[config.mk]
export PLATFORM = sky130hd
export DESIGN_NAME = candidate_select
export DESIGN_NICKNAME = d
export VERILOG_FILES = /design/src/rtl/candidate_select_pkg.sv /design/src/rtl/candidate_select_mult.sv /design/src/rtl/candidate_select.sv
export SDC_FILE = /design/constraint.sdc
export NUM_CORES = 2
export LEC_CHECK = 0
export CORE_ASPECT_RATIO = 0.9
export CORE_MARGIN = 10
export CORE_UTILIZATION = 35
export DETAILED_ROUTE_END_ITERATION = 16
export PLACE_DENSITY = 0.58
export SLEW_MARGIN = 10
export SYNTH_ARGS = -nofsm -noshare
export SYNTH_HDL_FRONTEND = slang
export SYNTH_SLANG_ARGS = --single-unit
[constraint.sdc]
create_clock -name clk -period 26.4 [get_ports clk]
set_input_delay 5.28 -clock clk [delete_from_list [all_inputs] [get_ports clk]]
set_output_delay 5.28 -clock clk [all_outputs]
set_load 0.005 [all_outputs]
[src/rtl/candidate_select_pkg.sv]
// Shared width helpers and FSM encoding for the candidate_select block.
package candidate_select_pkg;

  typedef enum logic [2:0] {
    ST_IDLE,
    ST_CAPT,
    ST_MSQ,
    ST_CMP,
    ST_DONE
  } state_t;

  function automatic int xw(input int n);
    return 4 * n + 10;
  endfunction

  function automatic int yw(input int n);
    return 3 * n + 7;
  endfunction

  function automatic int mw(input int n);
    return xw(n) + 1;
  endfunction

endpackage

[src/rtl/candidate_select_mult.sv]
// seq_mult_u: unsigned shift-add multiplier, W iterations per product, one-cycle done pulse.
module seq_mult_u #(
  parameter int W = 8
) (
  input  logic           clk,
  input  logic           rst,
  input  logic           start,
  input  logic [W-1:0]   a,
  input  logic [W-1:0]   b,
  output logic [2*W-1:0] product,
  output logic           done
);

  localparam int CW = $clog2(W + 1);

  logic [2*W-1:0] mcand;
  logic [W-1:0]   mplier;
  logic [CW-1:0]  cnt;
  logic           busy;

  // The last iteration raises done, so a product is ready W cycles after start is sampled.
  always_ff @(posedge clk or negedge rst) begin
    if (!rst) begin
      mcand   <= '0;
      mplier  <= '0;
      cnt     <= '0;
      busy    <= 1'b0;
      product <= '0;
      done    <= 1'b0;
    end else if (start) begin
      mcand   <= {{W{1'b0}}, a};
      mplier  <= b;
      cnt     <= CW'(W);
      busy    <= 1'b1;
      product <= '0;
      done    <= 1'b0;
    end else if (busy) begin
      if (mplier[0])
        product <= product + mcand;
      mcand  <= mcand << 1;
      mplier <= mplier >> 1;
      cnt    <= cnt - 1'b1;
      if (cnt == CW'(1)) begin
        busy <= 1'b0;
        done <= 1'b1;
      end
    end else begin
      done <= 1'b0;
    end
  end

endmodule

[src/rtl/candidate_select.sv]
// Picks the intersection candidate whose distance to anchor A best matches rA.
// Optional err output (min residual) enabled by defining CANDSEL_ERR_OUT_EN.
module candidate_select
  import candidate_select_pkg::*;
#(
  parameter int N = 8,
  parameter int F = 0
) (
  input  logic                    clk,
  input  logic                    rst,
  input  logic                    in_valid,
  output logic                    in_ready,
  input  logic signed [xw(N)-1:0] x1,
  input  logic signed [xw(N)-1:0] x2,
  input  logic signed [yw(N)-1:0] y1,
  input  logic signed [yw(N)-1:0] y2,
  input  logic signed [N-1:0]     xA,
  input  logic signed [N-1:0]     yA,
  input  logic [N:0]              rA,
  output logic                    out_valid,
  input  logic                    out_ready,
  output logic signed [xw(N)-1:0] x_sel,
  output logic signed [yw(N)-1:0] y_sel,
  output logic                    sel
`ifdef CANDSEL_ERR_OUT_EN
  ,
  output logic [2*mw(N):0]        err
`endif
);

  localparam int XW = xw(N);
  localparam int YW = yw(N);
  localparam int MW = mw(N);
  localparam int PW = 2 * MW;
  localparam int SW = 2 * MW + 1;

  state_t state;

  logic signed [XW-1:0] x1_q, x2_q;
  logic signed [YW-1:0] y1_q, y2_q;
  logic signed [N-1:0]  xa_q, ya_q;
  logic [N:0]           ra_q;

  logic signed [MW-1:0] xa_s, ya_s, dx1, dy1, dx2, dy2;
  logic [MW-1:0]        r_s;
  logic [MW-1:0]        mag [5];
  logic [PW-1:0]        sq [5];
  logic [2:0]           sq_idx;
  logic [2:0]           op_idx;
  logic [MW-1:0]        mult_op;
  logic                 mult_start;
  logic [PW-1:0]        mult_product;
  logic                 mult_done;
  logic [SW-1:0]        s1, s2, r2, e1, e2;
  logic                 pick2;

  function automatic logic [MW-1:0] abs_mw(input logic [MW-1:0] v);
    return v[MW-1] ? (~v + 1'b1) : v;
  endfunction

  // Differences are taken at MW bits so the most negative inputs cannot overflow.
  assign xa_s = {{(MW-N){xa_q[N-1]}}, xa_q} <<< F;
  assign ya_s = {{(MW-N){ya_q[N-1]}}, ya_q} <<< F;
  assign dx1  = {{(MW-XW){x1_q[XW-1]}}, x1_q} - xa_s;
  assign dx2  = {{(MW-XW){x2_q[XW-1]}}, x2_q} - xa_s;
  assign dy1  = {{(MW-YW){y1_q[YW-1]}}, y1_q} - ya_s;
  assign dy2  = {{(MW-YW){y2_q[YW-1]}}, y2_q} - ya_s;
  assign r_s  = {{(MW-N-1){1'b0}}, ra_q} << F;

  always_comb begin
    mag[0] = abs_mw(dx1);
    mag[1] = abs_mw(dy1);
    mag[2] = abs_mw(dx2);
    mag[3] = abs_mw(dy2);
    mag[4] = r_s;
  end

  always_comb begin
    mult_start = 1'b0;
    op_idx     = 3'd0;
    if (state == ST_CAPT) begin
      mult_start = 1'b1;
    end else if (state == ST_MSQ && mult_done && sq_idx != 3'd4) begin
      mult_start = 1'b1;
      op_idx     = sq_idx + 3'd1;
    end
  end

  always_comb begin
    case (op_idx)
      3'd0:    mult_op = mag[0];
      3'd1:    mult_op = mag[1];
      3'd2:    mult_op = mag[2];
      3'd3:    mult_op = mag[3];
      default: mult_op = mag[4];
    endcase
  end

  seq_mult_u #(.W(MW)) u_mult (
    .clk     (clk),
    .rst     (rst),
    .start   (mult_start),
    .a       (mult_op),
    .b       (mult_op),
    .product (mult_product),
    .done    (mult_done)
  );

  assign s1    = {1'b0, sq[0]} + {1'b0, sq[1]};
  assign s2    = {1'b0, sq[2]} + {1'b0, sq[3]};
  assign r2    = {1'b0, sq[4]};
  assign e1    = (s1 >= r2) ? (s1 - r2) : (r2 - s1);
  assign e2    = (s2 >= r2) ? (s2 - r2) : (r2 - s2);
  assign pick2 = (e2 < e1);

  // Results stay registered through DONE until the consumer takes them.
  always_ff @(posedge clk or negedge rst) begin
    if (!rst) begin
      state     <= ST_IDLE;
      in_ready  <= 1'b0;
      out_valid <= 1'b0;
      x_sel     <= '0;
      y_sel     <= '0;
      sel       <= 1'b0;
      sq_idx    <= '0;
      x1_q      <= '0;
      x2_q      <= '0;
      y1_q      <= '0;
      y2_q      <= '0;
      xa_q      <= '0;
      ya_q      <= '0;
      ra_q      <= '0;
      for (int i = 0; i < 5; i++)
        sq[i] <= '0;
`ifdef CANDSEL_ERR_OUT_EN
      err       <= '0;
`endif
    end else begin
      case (state)
        ST_IDLE: begin
          in_ready <= 1'b1;
          if (in_valid && in_ready) begin
            x1_q     <= x1;
            x2_q     <= x2;
            y1_q     <= y1;
            y2_q     <= y2;
            xa_q     <= xA;
            ya_q     <= yA;
            ra_q     <= rA;
            in_ready <= 1'b0;
            state    <= ST_CAPT;
          end
        end
        ST_CAPT: begin
          sq_idx <= '0;
          state  <= ST_MSQ;
        end
        ST_MSQ: begin
          if (mult_done) begin
            sq[sq_idx] <= mult_product;
            if (sq_idx == 3'd4)
              state <= ST_CMP;
            else
              sq_idx <= sq_idx + 3'd1;
          end
        end
        ST_CMP: begin
          sel       <= pick2;
          x_sel     <= pick2 ? x2_q : x1_q;
          y_sel     <= pick2 ? y2_q : y1_q;
`ifdef CANDSEL_ERR_OUT_EN
          err       <= pick2 ? e2 : e1;
`endif
          out_valid <= 1'b1;
          state     <= ST_DONE;
        end
        ST_DONE: begin
          if (out_ready) begin
            out_valid <= 1'b0;
            in_ready  <= 1'b1;
            state     <= ST_IDLE;
          end
        end
        default: state <= ST_IDLE;
      endcase
    end
  end

endmodule

==> results.ini <==
[run_status]
outcome=finished clean

[sta]
hold_violations=0
setup_viol=0
max_slew_margin=0.01576
finClkSkew_ps=44.89
tightest_slew_ps=1461
fmaxAchievable_mhz=65.87
fin_tns_setup_ps=0
worst_slack_ps=11220
period_minus_slack_ps=15180
drv_slew=0
rsz0062_at_grt=no
fin_crit_sh=0.5750

[global_routing]
grt_max_degree=173
grt-ovfl-total=0
grt_usage=0.2399
grt_pass1_vias=76070
antenna_found_initial=9
grt_pass1_wl_mm=495.1

[yosys]
netlist_top_cells_area=dfrtp_1 (27%), ha_1 (12%), mux2_2 (8.1%), a21oi_1 (6.8%), a21o_1 (4.3%)
synth-main-ff-cell=dfrtp_1
ys_seq_area_frac=0.2650
ys_seq_elements=906
syn_area_sq_um=85550
syn_inst=10160
async_reset_ff_frac=1.000
synth_edf_count=0
netlist.area_leader.share=0.2650
yosysTopAreaCell=dfrtp_1
yosysWarnings=0
syn_area_per_cell_sq_um=8.423
synthesis.nets=11190
ys_types=108

[worst_setup_path]
critical_path_buf_inv_count=6
crit_type=register to register
startpoint_type=register
crit_family=compound AO/OA/AOI/OAI gates
cp.required_ps=26990
critical_path.slowest_cell=nor2_1
critPathMaxFanout=43
cp_data_arrival_time_ps=15770
cp_slowest_stage_delay_ps=1010
end_kind=register
crit_top_cell=a21o_1

[floorplanning]
die_h_microns=489.0
start_util=0.3512
io_pins=251
coreArea_sq_um=243600
dieArea_sq_um=264600
die_w_microns=541.1
rows=172

[routing]
routed_via_density=5.896
vias=78900
drt_iter0_drc=7429
drt-wirelength-per-cell_microns=24.81
wirelength_mm=332.0
drtPass1Iterations=6
post-route-drc-count=0
ant_nets=0

[cts]
h-tree-depth=3
numCtsBuffers=104
root_buffer=clkbuf_16
cts_setup_buffers=0
cts_tree=built
cts_hold_buf=0
clock_path_buffers=3
clock-sinks=906
path_clk_slew_ps=60
cts_resized=0
clk_latency_ps=760

[placed_design]
dp_hpwl_mm=272.8
portBuffers=250
globalplace.congestion=0.9894
dp_slack_ps=11270

[layout]
utilization=0.3871
area_growth_pct=10.23
final_nets=11100
final_layout_size_suffix_gt1_frac=0.09685

[flow_run]
cap_viol_max_count=0

[min_path]
hold_path_class=register to register

## flip-flops by register name, summed over array words and instances (netlist names), 9 cells and up
signal          flops
u_mult.product     86
x1_q               42
sq                344
y_sel              31
x2_q               42
x_sel              42
y1_q               31
y2_q               31
u_mult.mplier      43
u_mult.mcand       86
ra_q                9
r2                 86
## kinds of logic after synthesis
group	synth area share
xor gates and xnor gates	0.06644
and+or+nand+nor	0.1371
adders and majority gates	0.1259
AOI/OAI and AO/OA	0.2490
muxes	0.1111
buffers and inverters	0.04550
DFF	0.2650
## worst paths after layout
path                                       from                             end  slack, ps  cells past startpoint
setup reg to reg            sq[172]$_DFFE_PN0P_            y_sel[3]$_DFFE_PN0P_      11220                     48
hold reg to reg            y_sel[9]$_DFFE_PN0P_            y_sel[9]$_DFFE_PN0P_        480                      2
min in group asynchronous                   rst  u_mult.product[78]$_DFFE_PN0P_       4560                      1
hold / removal             y_sel[9]$_DFFE_PN0P_            y_sel[9]$_DFFE_PN0P_        480                      2
setup / recovery            sq[172]$_DFFE_PN0P_            y_sel[3]$_DFFE_PN0P_      11220                     48
max in group asynchronous                   rst             sq[271]$_DFFE_PN0P_      16880                      6
## per-stage QoR
step / instances / instance area [sq um] / hold WS, ps
floorplan: 10160 / 85550 / 446.7
global placement: 13180 / 90720 / 466.4
detailed placement: 13180 / 90720 / 475.9
CTS: 13380 / 94290 / 490.3
global route: 13380 / 94290 / 516.3
finish: 13380 / 94300 / 483.3
## layer usage
metal | wire [microns] | part of all wire | global-route usage | up-vias
li1 | - | - | - | 36890
met1 | 163700 | 0.49 | 0.3624 | 38810
met2 | 134500 | 0.41 | 0.3476 | 2796
met3 | 24170 | 0.073 | 0.04293 | 395
met4 | 9553 | 0.029 | 0.06331 | 6
met5 | 41 | 0.00012 | 0 | -
## synthesized netlist by cell type, types with 23 or more instances
cell type,n
a2111oi_0,23
a211oi_1,91
a21boi_0,42
a21o_1,493
a21oi_1,1165
a221oi_1,41
a31oi_1,107
and2_1,58
and3_1,74
buf_1,38
buf_2,24
clkbuf_1,441
dfrtp_1,906
ha_1,843
inv_1,488
mux2_2,614
mux2i_1,256
nand2_1,801
nand2b_1,80
nand3_1,150
nand4_1,202
nor2_1,624
nor2b_1,79
nor3_1,170
nor4_1,46
o211ai_1,76
o21a_1,86
o21ai_0,703
o21ai_1,30
o21bai_1,193
o221ai_1,43
o22ai_1,23
o31ai_1,54
or2_2,29
or3_1,46
xnor2_1,419
xor2_1,230
## layout make-up
type | count | area [sq um]
Clock buffer | 147 | 3015
Tap cell | 3219 | 4028
Timing Repair Buffer | 323 | 3105
Clock inverter | 51 | 555.5
Inverter | 490 | 1839
Fill cell | 24720 | 149300
Sequential cell | 906 | 22680
Multi-Input combinational cell | 8243 | 59070
Antenna cell | 3 | 7.507
## layout by cell type (no fill, tap or decap), drive strengths merged, types with 29 or more instances in the layout
master	Yosys	final
o21a	86	86
nor3	171	171
buf	77	74
xnor2	419	419
or2	31	31
nand2b	80	80
dfrtp	906	906
a221oi	41	41
nand4	206	206
a211oi	93	93
o21ai	733	733
nand3	150	150
and3	74	74
nor4	47	47
a21boi	44	44
inv	489	495
ha	843	843
nor2	624	624
o221ai	44	44
a21o	493	493
o21bai	194	194
o211ai	76	76
and2	60	60
xor2	230	230
mux2	616	616
o31ai	58	58
a2111oi	29	29
clkdlybuf4s50	0	249
a21oi	1167	1167
clkbuf	441	147
or3	47	47
a31oi	107	107
nor2b	79	79
nand2	801	801
mux2i	256	256
## worst register-to-register path: cells and delay by family, from the launching register on
kind / cells / cell delay (ps)
flops: 1 / 350
fa+ha+maj: 4 / 1180
simple gates: 8 / 3360
mux: 2 / 770
buf+inv: 6 / 2590
compound gates: 26 / 6470
xor+xnor: 2 / 320
Power is left out: the tool's default activity adds up to more than one toggle a clock period on the data nets, which glitch-free logic cannot reach.
